<file path="config.mk">
export PLATFORM = sky130hd
export DESIGN_NAME = imm_encoder
export DESIGN_NICKNAME = d
export VERILOG_FILES = /design/src/rtl/imm_encoder.sv
export SDC_FILE = /design/constraint.sdc
export NUM_CORES = 1
export LEC_CHECK = 0
export CORE_ASPECT_RATIO = 1.1
export CORE_MARGIN = 1
export CORE_UTILIZATION = 37
export CTS_BUF_LIST = sky130_fd_sc_hd__clkbuf_16
export DETAILED_ROUTE_END_ITERATION = 6
export PLACE_DENSITY = 0.75
export SYNTH_ARGS = -nofsm -noshare
export SYNTH_HDL_FRONTEND = slang
export SYNTH_SLANG_ARGS = --single-unit
export TNS_END_PERCENT = 30
</file>
<file path="constraint.sdc">
create_clock -name clk -period 1.8 [get_ports clk]
set_input_delay 0.27 -clock clk [delete_from_list [all_inputs] [get_ports clk]]
set_output_delay 0.27 -clock clk [all_outputs]
set_load 0.05 [all_outputs]
</file>
<file path="src/rtl/imm_encoder.sv">
// Immediate encoder: packs a 32-bit constant into a 20/18/17-bit immediate field (optional hi/lo split).
// Latency: first beat one cycle after acceptance; split requests add a second beat.
// Backpressure: out_* hold while out_ready=0; in_ready only in IDLE or when the last beat is consumed.
// Build option: define IMM_SPLIT_EN to emit non-fitting values as two beats instead of an error beat.
module imm_encoder #(
  parameter int FIELD_W = 28
) (
  input  logic               clk,
  input  logic               rst_n,
  input  logic               in_valid,
  output logic               in_ready,
  input  logic [31:0]        in_value,
  input  logic [1:0]         in_imm_src,
  output logic               out_valid,
  input  logic               out_ready,
  output logic [FIELD_W-1:0] out_field,
  output logic [1:0]         out_imm_src,
  output logic               out_last,
  output logic               out_err,
  output logic               busy
);

  typedef enum logic [1:0] {IDLE, EMIT, EMIT_LO} state_t;

  state_t state;

  logic               take;
  logic               accept;
  logic               fit;
  logic [19:0]        low20;
  logic [FIELD_W-1:0] n_field;
  logic [1:0]         n_src;
  logic               n_last;
  logic               n_err;
`ifdef IMM_SPLIT_EN
  logic [11:0]        n_lo;
  logic [11:0]        lo_q;
`endif

  assign out_valid = (state != IDLE);
  assign busy      = (state != IDLE);
  assign take      = out_valid & out_ready;
  assign in_ready  = (state == IDLE) | (take & out_last);
  assign accept    = in_valid & in_ready;

  // Build the first beat of an incoming request straight from the request inputs.
  always_comb begin
    fit     = 1'b0;
    low20   = '0;
    n_field = '0;
    n_src   = in_imm_src;
    n_last  = 1'b1;
    n_err   = 1'b0;
`ifdef IMM_SPLIT_EN
    n_lo    = '0;
`endif
    case (in_imm_src)
      2'b00: begin
        fit   = (&in_value[31:19]) | ~(|in_value[31:19]);
        low20 = in_value[19:0];
      end
      2'b01: begin
        fit   = (&in_value[31:17]) | ~(|in_value[31:17]);
        low20 = {2'b00, in_value[17:0]};
      end
      2'b10: begin
        fit   = (&in_value[31:16]) | ~(|in_value[31:16]);
        low20 = {3'b000, in_value[16:0]};
      end
      default: begin
        fit   = 1'b0;
        low20 = '0;
      end
    endcase
    n_field = FIELD_W'(low20);
    if (in_imm_src == 2'b11) begin
      n_field = '0;
      n_err   = 1'b1;
    end else if (!fit) begin
`ifdef IMM_SPLIT_EN
      // Upper 20 bits go first in the 20-bit format; the low 12 bits follow.
      n_field = FIELD_W'(in_value[31:12]);
      n_src   = 2'b00;
      n_last  = 1'b0;
      n_lo    = in_value[11:0];
`else
      n_field = '0;
      n_err   = 1'b1;
`endif
    end
  end

  // Request FSM with registered beat outputs; a consumed last beat can overlap a new acceptance.
  always_ff @(posedge clk or negedge rst_n) begin
    if (!rst_n) begin
      state       <= IDLE;
      out_field   <= '0;
      out_imm_src <= 2'b00;
      out_last    <= 1'b0;
      out_err     <= 1'b0;
`ifdef IMM_SPLIT_EN
      lo_q        <= '0;
`endif
    end else if (accept) begin
      state       <= EMIT;
      out_field   <= n_field;
      out_imm_src <= n_src;
      out_last    <= n_last;
      out_err     <= n_err;
`ifdef IMM_SPLIT_EN
      lo_q        <= n_lo;
`endif
    end else if (take) begin
      if (out_last) begin
        state <= IDLE;
      end
`ifdef IMM_SPLIT_EN
      else begin
        state       <= EMIT_LO;
        out_field   <= FIELD_W'(lo_q);
        out_imm_src <= 2'b00;
        out_last    <= 1'b1;
        out_err     <= 1'b0;
      end
`endif
    end
  end

endmodule
</file>
==> metrics, run 1 <==
Mapped Cells 150; area grow syn2layout 56.2%; EDFF count, synth 0; die width 64.1 um; nets@finish 264; layout cell share with drive strength beyond 1 26.2%; GRT Util Overall 18.3%; vias post-DR 1403; most common cell in the synthesized netlist dfrtp_1; io pins 73; Clock Pin Slew Worst Setup and Hold Paths 0.06 ns; CP Cell Sequence clkdlybuf4s50_1; final hold violation count 0; antenna cells 0; Yosys warnings 0; Synth Register Bits 25; Die Y 70.3 um; Design Area, Final 2450 um2; synth unique cells 31; TritonCTS clock tree done; vias in the first global route 1513; register area share after synthesis 39.9%; final setup margin 0.0764 ns; Routed Antenna Nets 0; Initial Utilization 39.0%; Layout Skew 0.00239 ns; fin crit share 95.8%; CP max stage cell clkdlybuf4s50_1; max_cap viols 0; initial antenna violation count 0; Die Area 4500 um2; RSZ-0062 raised after global routing false; PwrDens 561 nW/um2; Async SR Flop Fraction 100%; critical path's largest stage delay 0.82 ns; critical path class reg -> out; CTS H-Tree Depth 1; clock sink count 25; Post-DP Area 2350 um2; synthesized area 1570 um2; routability cong. 0.787; fmax 580 MHz; latest clock arrival within the worst-skew pair 0.25 ns; CP Buf/Inv Count 1; VDD IR max 0.000341 V; Post-CTS Setup Inserts 0; top cells by area, synth dfrtp_1 (40%), o211ai_2 (17%), o211ai_1 (6.2%); Vias/cell 5.06; PortBufs 64; DR pass1 iterations 4; share of the synthesized area in the top cell type 39.9%; Pleak 1.11 nW; minimum clock period 1.72 ns; syn_area_per_cell 10.5 um2; synth cell count leaders dfrtp_1 (25), o211ai_2 (21), nand2_1 (20); core region area 4020 um2; worst slew pin tran 0.507 ns; Place WS -0.164 ns; Final Setup Violations 0; CP delay by family, top buffers and inverters; buffer depth of the longest clock path 2; drt drc 0; Final Hold Slack 0.387 ns; status finished clean; largest net degree at the start of global routing 26; Num CTS Buffers 3; Worst Setup Start Kind flip-flop; Congestion Overflow GR 0; drt total wl 3.79 mm; Rel. slew slack 66.1%; clock root buffer master clkbuf_16; Main synth FF type dfrtp_1; DP HPWL 2.80 mm; CP Capture Type output pin; Worst Hold Class in -> async; row cnt 24; Max Slew Vio Count 0; Worst Path Max Fanout 2; area leader, netlist dfrtp_1; DRT iter0 DRCs 60; Total Power 1.37 mW; critical path required time 1.53 ns; WP data arrival 1.45 ns; routed wire length per instance 13.7 um; wire length of the first global-routing pass 6.56 mm
-- per-stage QoR --
stage,TNS (ns),std cells,utilization [%]
2_1_floorplan,0,157,-
3_3_place_gp,-1.86,273,58.5
3_5_place_dp,-2.34,273,58.5
4_1_cts,0,277,60.6
5_1_grt,0,277,60.9
6_report,0,277,60.9
-- layout make-up --
cell class	instances	area (um2)
clock inverter	1	7.51
fill	359	1580
sequential	25	628
clock buffer	3	75.1
timing repair buffer	81	808
tap	52	65.1
multi-input combinational	97	795
inverter	18	70.1
-- cell families (layout without fill, tap and decap cells) --
family	count (synthesis)	count (layout)	synth area share (%)
AO/OA/AOI/OAI	46	46	30.5
AND/OR/NAND/NOR	41	41	15.6
buffers and inverters	35	103	12.3
flip-flops	25	25	39.9
multiplexers	2	2	1.44
other	1	8	0.239
-- path summary, 6_finish.rpt --
path	startpoint	endpoint	slack [ns]	depth (start not counted)
max in group asynchronous	rst_n	state[0]	1.15	2
min reg2reg	out_field[2]	out_field[2]	0.50	2
max reg2reg	out_last	out_field[9]	0.32	6
min	rst_n	out_field[0]	0.39	2
max	out_field[17]	out_field[17]	0.08	1
min in group clk	out_field[2]	out_field[2]	0.50	2
-- per-layer routing --
metal  routed length [um]  vias to the layer above  share of wire, %  GRT usage (%)
met5                    0                        -                 0              0
met4                   32                        0              0.84           4.55
met3                  183                        4               4.8           2.94
met2                 1900                       48                50           31.8
met1                 1680                      667                44           23.5
li1                     -                      684                 -              -
-- repair_timing --
| action | in CTS | in global routing |
|---|---|---|
| hold buffers | 0 | 0 |
| setup endpoints to repair | 0 | 5 |
| gates resized for setup | 0 | 2 |
-- sequential cells by signal, indices dropped and copies added, names as in the netlist --
name / count
out_err: 1
out_field: 20
out_imm_src: 2
out_last: 1
state: 1
-- placed cells by master (no fill, tap or decap), types with 2 or more instances in the layout --
| cell type | n |
|---|---|
| clkdlybuf4s50_1 | 60 |
| nor4_1 | 2 |
| nand3_1 | 2 |
| buf_12 | 4 |
| a22o_1 | 3 |
| nor3_1 | 2 |
| o21a_1 | 2 |
| buf_4 | 17 |
| nor4_4 | 2 |
| inv_1 | 17 |
| o211ai_2 | 21 |
| dfrtp_2 | 2 |
| nor2_1 | 2 |
| nand4_1 | 2 |
| conb_1 | 8 |
| nand2_1 | 20 |
| and4_1 | 2 |
| dfrtp_1 | 23 |
| clkbuf_16 | 3 |
| mux2_2 | 2 |
| o211ai_1 | 13 |
| nand2b_1 | 3 |
-- report_power, final --
part	leakage (nW)	switching, mW	internal (mW)
Combinational	0.743	0.177	0.133
Clock	0.0371	0.188	0.301
Sequential	0.330	0.00459	0.571
Power figures use the tool's default switching activity.
==> inputs of run 2 (changes only) <==
--- a/config.mk
+++ b/config.mk
@@ -7,10 +7,10 @@
 export LEC_CHECK = 0
 export CORE_ASPECT_RATIO = 1.1
 export CORE_MARGIN = 1
-export CORE_UTILIZATION = 37
+export CORE_UTILIZATION = 39
 export CTS_BUF_LIST = sky130_fd_sc_hd__clkbuf_16
 export DETAILED_ROUTE_END_ITERATION = 6
-export PLACE_DENSITY = 0.75
+export PLACE_DENSITY = 0.79
 export SYNTH_ARGS = -nofsm -noshare
 export SYNTH_HDL_FRONTEND = slang
 export SYNTH_SLANG_ARGS = --single-unit
==> metrics, run 2 (synthesis results as in run 1) <==
Die Y 68.5 um; Vias/cell 5.15; Rel. slew slack 65.7%; CP Capture Type output pin; Post-CTS Setup Inserts 0; CP max stage cell clkdlybuf4s50_1; PwrDens 577 nW/um2; clock sink count 25; Die Area 4280 um2; final hold violation count 0; DRT iter0 DRCs 75; Max Slew Vio Count 0; RSZ-0062 raised after global routing false; routed wire length per instance 13.3 um; CP Buf/Inv Count 1; VDD IR max 0.000334 V; largest net degree at the start of global routing 26; max reg flops 20; layout cell share with drive strength beyond 1 24.9%; Routed Antenna Nets 0; Initial Utilization 41.9%; fin crit share 94.6%; Worst Path Max Fanout 3; DP HPWL 2.69 mm; CTS hold repair buffers 0; vias in the first global route 1486; initial antenna violation count 0; core region area 3740 um2; Clock Pin Slew Worst Setup and Hold Paths 0.07 ns; Pleak 1.08 nW; critical path required time 1.53 ns; area grow syn2layout 53.3%; buffer depth of the longest clock path 2; Layout Skew 0.00192 ns; clock root buffer master clkbuf_16; Num CTS Buffers 3; wire length of the first global-routing pass 6.47 mm; Congestion Overflow GR 0; die width 62.5 um; worst slew pin tran 0.512 ns; CP delay by family, top buffers and inverters; latest clock arrival within the worst-skew pair 0.26 ns; Worst Setup Start Kind flip-flop; Post-CTS Resized 0; critical path's largest stage delay 0.80 ns; minimum clock period 1.70 ns; Final Hold Slack 0.374 ns; max_cap viols 0; drt drc 0; GRT Util Overall 18.9%; biggest regs out_field (20), out_imm_src (2); PortBufs 64; commonest non-fill, non-tap cell in the layout clkdlybuf4s50_1; row cnt 23; Final Setup Violations 0; nets@finish 260; Total Power 1.39 mW; DR pass1 iterations 4; # fillers 319; most frequent cells in the layout clkdlybuf4s50_1 (60), dfrtp_1 (23), o211ai_2 (21), nand2_1 (20), inv_1 (17); TritonCTS clock tree done; antenna cells 0; drt total wl 3.59 mm; status finished clean; WP data arrival 1.43 ns; io pins 73; routability cong. 0.770; CP Cell Sequence clkdlybuf4s50_1; Biggest register out_field; Worst Hold Class in -> async; fmax 588 MHz; critical path class reg -> out; vias post-DR 1396; CTS H-Tree Depth 1
run 2: cell count changes in the layout (fill, tap and decap cells not counted), sizes merged:
cell / before / now
buf: 21 / 17
run 2: final cells by class:
class | instances | area, um2 | area share, %
Clock buffer | 3 | 75.1 | 3.12
Multi-Input combinational cell | 97 | 795 | 33.1
Timing Repair Buffer | 77 | 766 | 31.9
Inverter | 18 | 70.1 | 2.92
Tap cell | 50 | 62.6 | 2.60
Clock inverter | 1 | 7.51 | 0.312
Sequential cell | 25 | 628 | 26.1
run 2: final timing paths:
| kind | start | slack (ns) | depth (start not counted) | endpoint |
|---|---|---|---|---|
| worst max-delay path | state[0] | 0.1 | 1 | out_valid |
| min in group clk | out_field[0] | 0.49 | 2 | out_field[0] |
| worst min-delay path | rst_n | 0.37 | 2 | out_field[4] |
| max in group asynchronous | rst_n | 1.16 | 2 | out_last |
| worst min register to register | out_field[0] | 0.49 | 2 | out_field[0] |
| worst max register to register | out_last | 0.30 | 5 | out_field[5] |
run 2: power breakdown:
part           switching, mW  internal (mW)  total (mW)
clock                  0.206          0.302       0.508
sequential           0.00446          0.571       0.576
combinational          0.176          0.129       0.305
run 2: metal layers:
layer  part of all wire (%)  track usage (%)  wire length, um
met1                     45             23.4             1610
met2                     48             33.7             1730
met3                    6.0             2.63              216
met4                    1.1             7.85               38
met5                      0                0                0
run 2: metrics by stage:
step                      setup slack, ns  util [%]  TNS (ns)  cell area [um2]  std cells
final                              0.0979      64.2         0             2400        271
after global routing              0.00179      64.2         0             2400        271
after CTS                          0.0829      63.9         0             2390        271
after detailed placement           -0.160      61.7     -2.49             2310        267
after global placement             -0.115      61.7     -1.88             2310        267
after floorplan                   0.00911         -         0             1610        157
==> inputs of run 3 (changes only) <==
==> constraint.sdc (replaced) <==
create_clock -name clk -period 1.8 [get_ports clk]
set_input_delay 0.45 -clock clk [delete_from_list [all_inputs] [get_ports clk]]
set_output_delay 0.45 -clock clk [all_outputs]
set_load 0.05 [all_outputs]
==> metrics, run 3 (synthesis results as in run 1) <==
Vias/cell 5.12; Routed Antenna Nets 0; largest net degree at the start of global routing 26; Initial Utilization 41.9%; minimum clock period 1.74 ns; core region area 3740 um2; vias post-DR 1404; Switching Share 27.9%; Worst Hold Class reg -> reg; buffer depth of the longest clock path 2; Pleak 1.25 nW; CTS H-Tree Depth 1; drt drc 0; vias in the first global route 1351; Clock power frac 35.6%; CP Cell Sequence clkdlybuf4s50_1, nor4_2, and4_4, a32oi_4, buf_4, o211ai_1; final setup TNS 0 ns; VDD IR max 0.000331 V; biggest regs out_field (20), out_imm_src (2); Congestion Overflow GR 0; die width 62.5 um; Worst Setup Start Kind input pin; CP Capture Type flip-flop; TritonCTS clock tree done; critical path required time 1.97 ns; Clock Pin Slew Worst Setup and Hold Paths 0.06 ns; initial antenna violation count 0; most frequent cells in the layout buf_4 (39), clkdlybuf4s50_1 (23), dfrtp_1 (23), o211ai_2 (21), nand2_1 (20); Design Area, Final 2430 um2; DR pass1 iterations 4; Final Hold Slack 0.493 ns; Num CTS Buffers 3; Util after Layout 64.9%; wire length of the first global-routing pass 6.33 mm; antenna cells 0; routed wire length per instance 14.6 um; RSZ-0062 raised after global routing false; clock root buffer master clkbuf_16; fmax 575 MHz; part of the power in registers 42.0%; Internal Power 0.991 mW; routability cong. 0.744; row cnt 23; CTS hold repair buffers 0; io pins 73; GRT Util Overall 18.6%; CP max stage cell clkdlybuf4s50_1; status finished clean; nets@finish 263; Gate power share 22.4%; final hold violation count 0; Max Slew Vio Count 0; Layout Skew 0.00380 ns; drt total wl 3.99 mm; WP data arrival 1.91 ns; Post-DP Area 2250 um2; PwrDens 566 nW/um2; max reg flops 20; area grow syn2layout 54.8%; Die Area 4280 um2; commonest non-fill, non-tap cell in the layout buf_4; PortBufs 64; Biggest register out_field; critical path's largest stage delay 0.47 ns; max_cap viols 0; Worst Path Max Fanout 7; Die Y 68.5 um; critical path class in -> reg; fin crit share 96.7%; latest clock arrival within the worst-skew pair 0.26 ns; clock sink count 25; Final Setup Violations 0; DP HPWL 2.79 mm; DRT iter0 DRCs 93; Sw Pwr 0.383 mW; layout cell share with drive strength beyond 1 37.5%
## run 3: worst max-delay path: cells and delay by family
kind                   cells  cell delay, ns
AOI/OAI and AO/OA          2            0.28
buffers and inverters      2            0.66
and+or+nand+nor            2            0.51
## run 3: power groups by stage
stage	registers [mW]	logic, mW	clock network [mW]
6_report	0.577	0.307	0.489
5_1_grt	0.578	0.327	0.522
4_1_cts	0.577	0.307	0.497
3_5_place_dp	0.588	0.299	0
3_3_place_gp	0.586	0.296	0
2_1_floorplan	0.620	0.121	0
## run 3: per-stage QoR
stage	total power [mW]	cells	worst slack, ns
final	1.37	274	0.0603
after global placement	0.883	267	-0.289
after floorplan	0.741	157	0.00911
after global routing	1.43	274	0.000723
after CTS	1.38	273	0.000939
after detailed placement	0.888	267	-0.320
## run 3: repair_timing
item / 4_1_cts / 5_1_grt
setup buffers: 2 / 1
setup endpoints to repair: 19 / 18
hold endpoints to repair: 0 / 0
resized for setup: 12 / 12
pin swaps: 4 / 4
## run 3: path summary, 6_finish.rpt
| kind | cells after the start | start | slack, ns | end |
|---|---|---|---|---|
| worst max-delay path | 6 | in_value[24] | 0.06 | out_field[15] |
| worst min-delay path | 2 | out_field[3] | 0.49 | out_field[3] |
| worst max register to register | 6 | out_last | 0.26 | out_field[15] |
| worst min register to register | 2 | out_field[3] | 0.49 | out_field[3] |
| max in group asynchronous | 2 | rst_n | 0.98 | out_last |
| min in group asynchronous | 2 | rst_n | 0.56 | out_err |
## run 3: metal layers
metal	vias up	GRT usage [%]	part of all wire, %
met3	0	3.13	5.5
met1	672	24.1	43
met2	49	32.6	51
li1	683	-	-
met5	-	0	0
met4	0	4.36	0
## run 3: final cells by class
type	instances	area [um2]
Sequential cell	25	628
Tap cell	50	62.6
Multi-Input combinational cell	97	833
Clock inverter	1	3.75
Clock buffer	3	75.1
Fill cell	309	1310
Inverter	18	70.1
Timing Repair Buffer	80	754
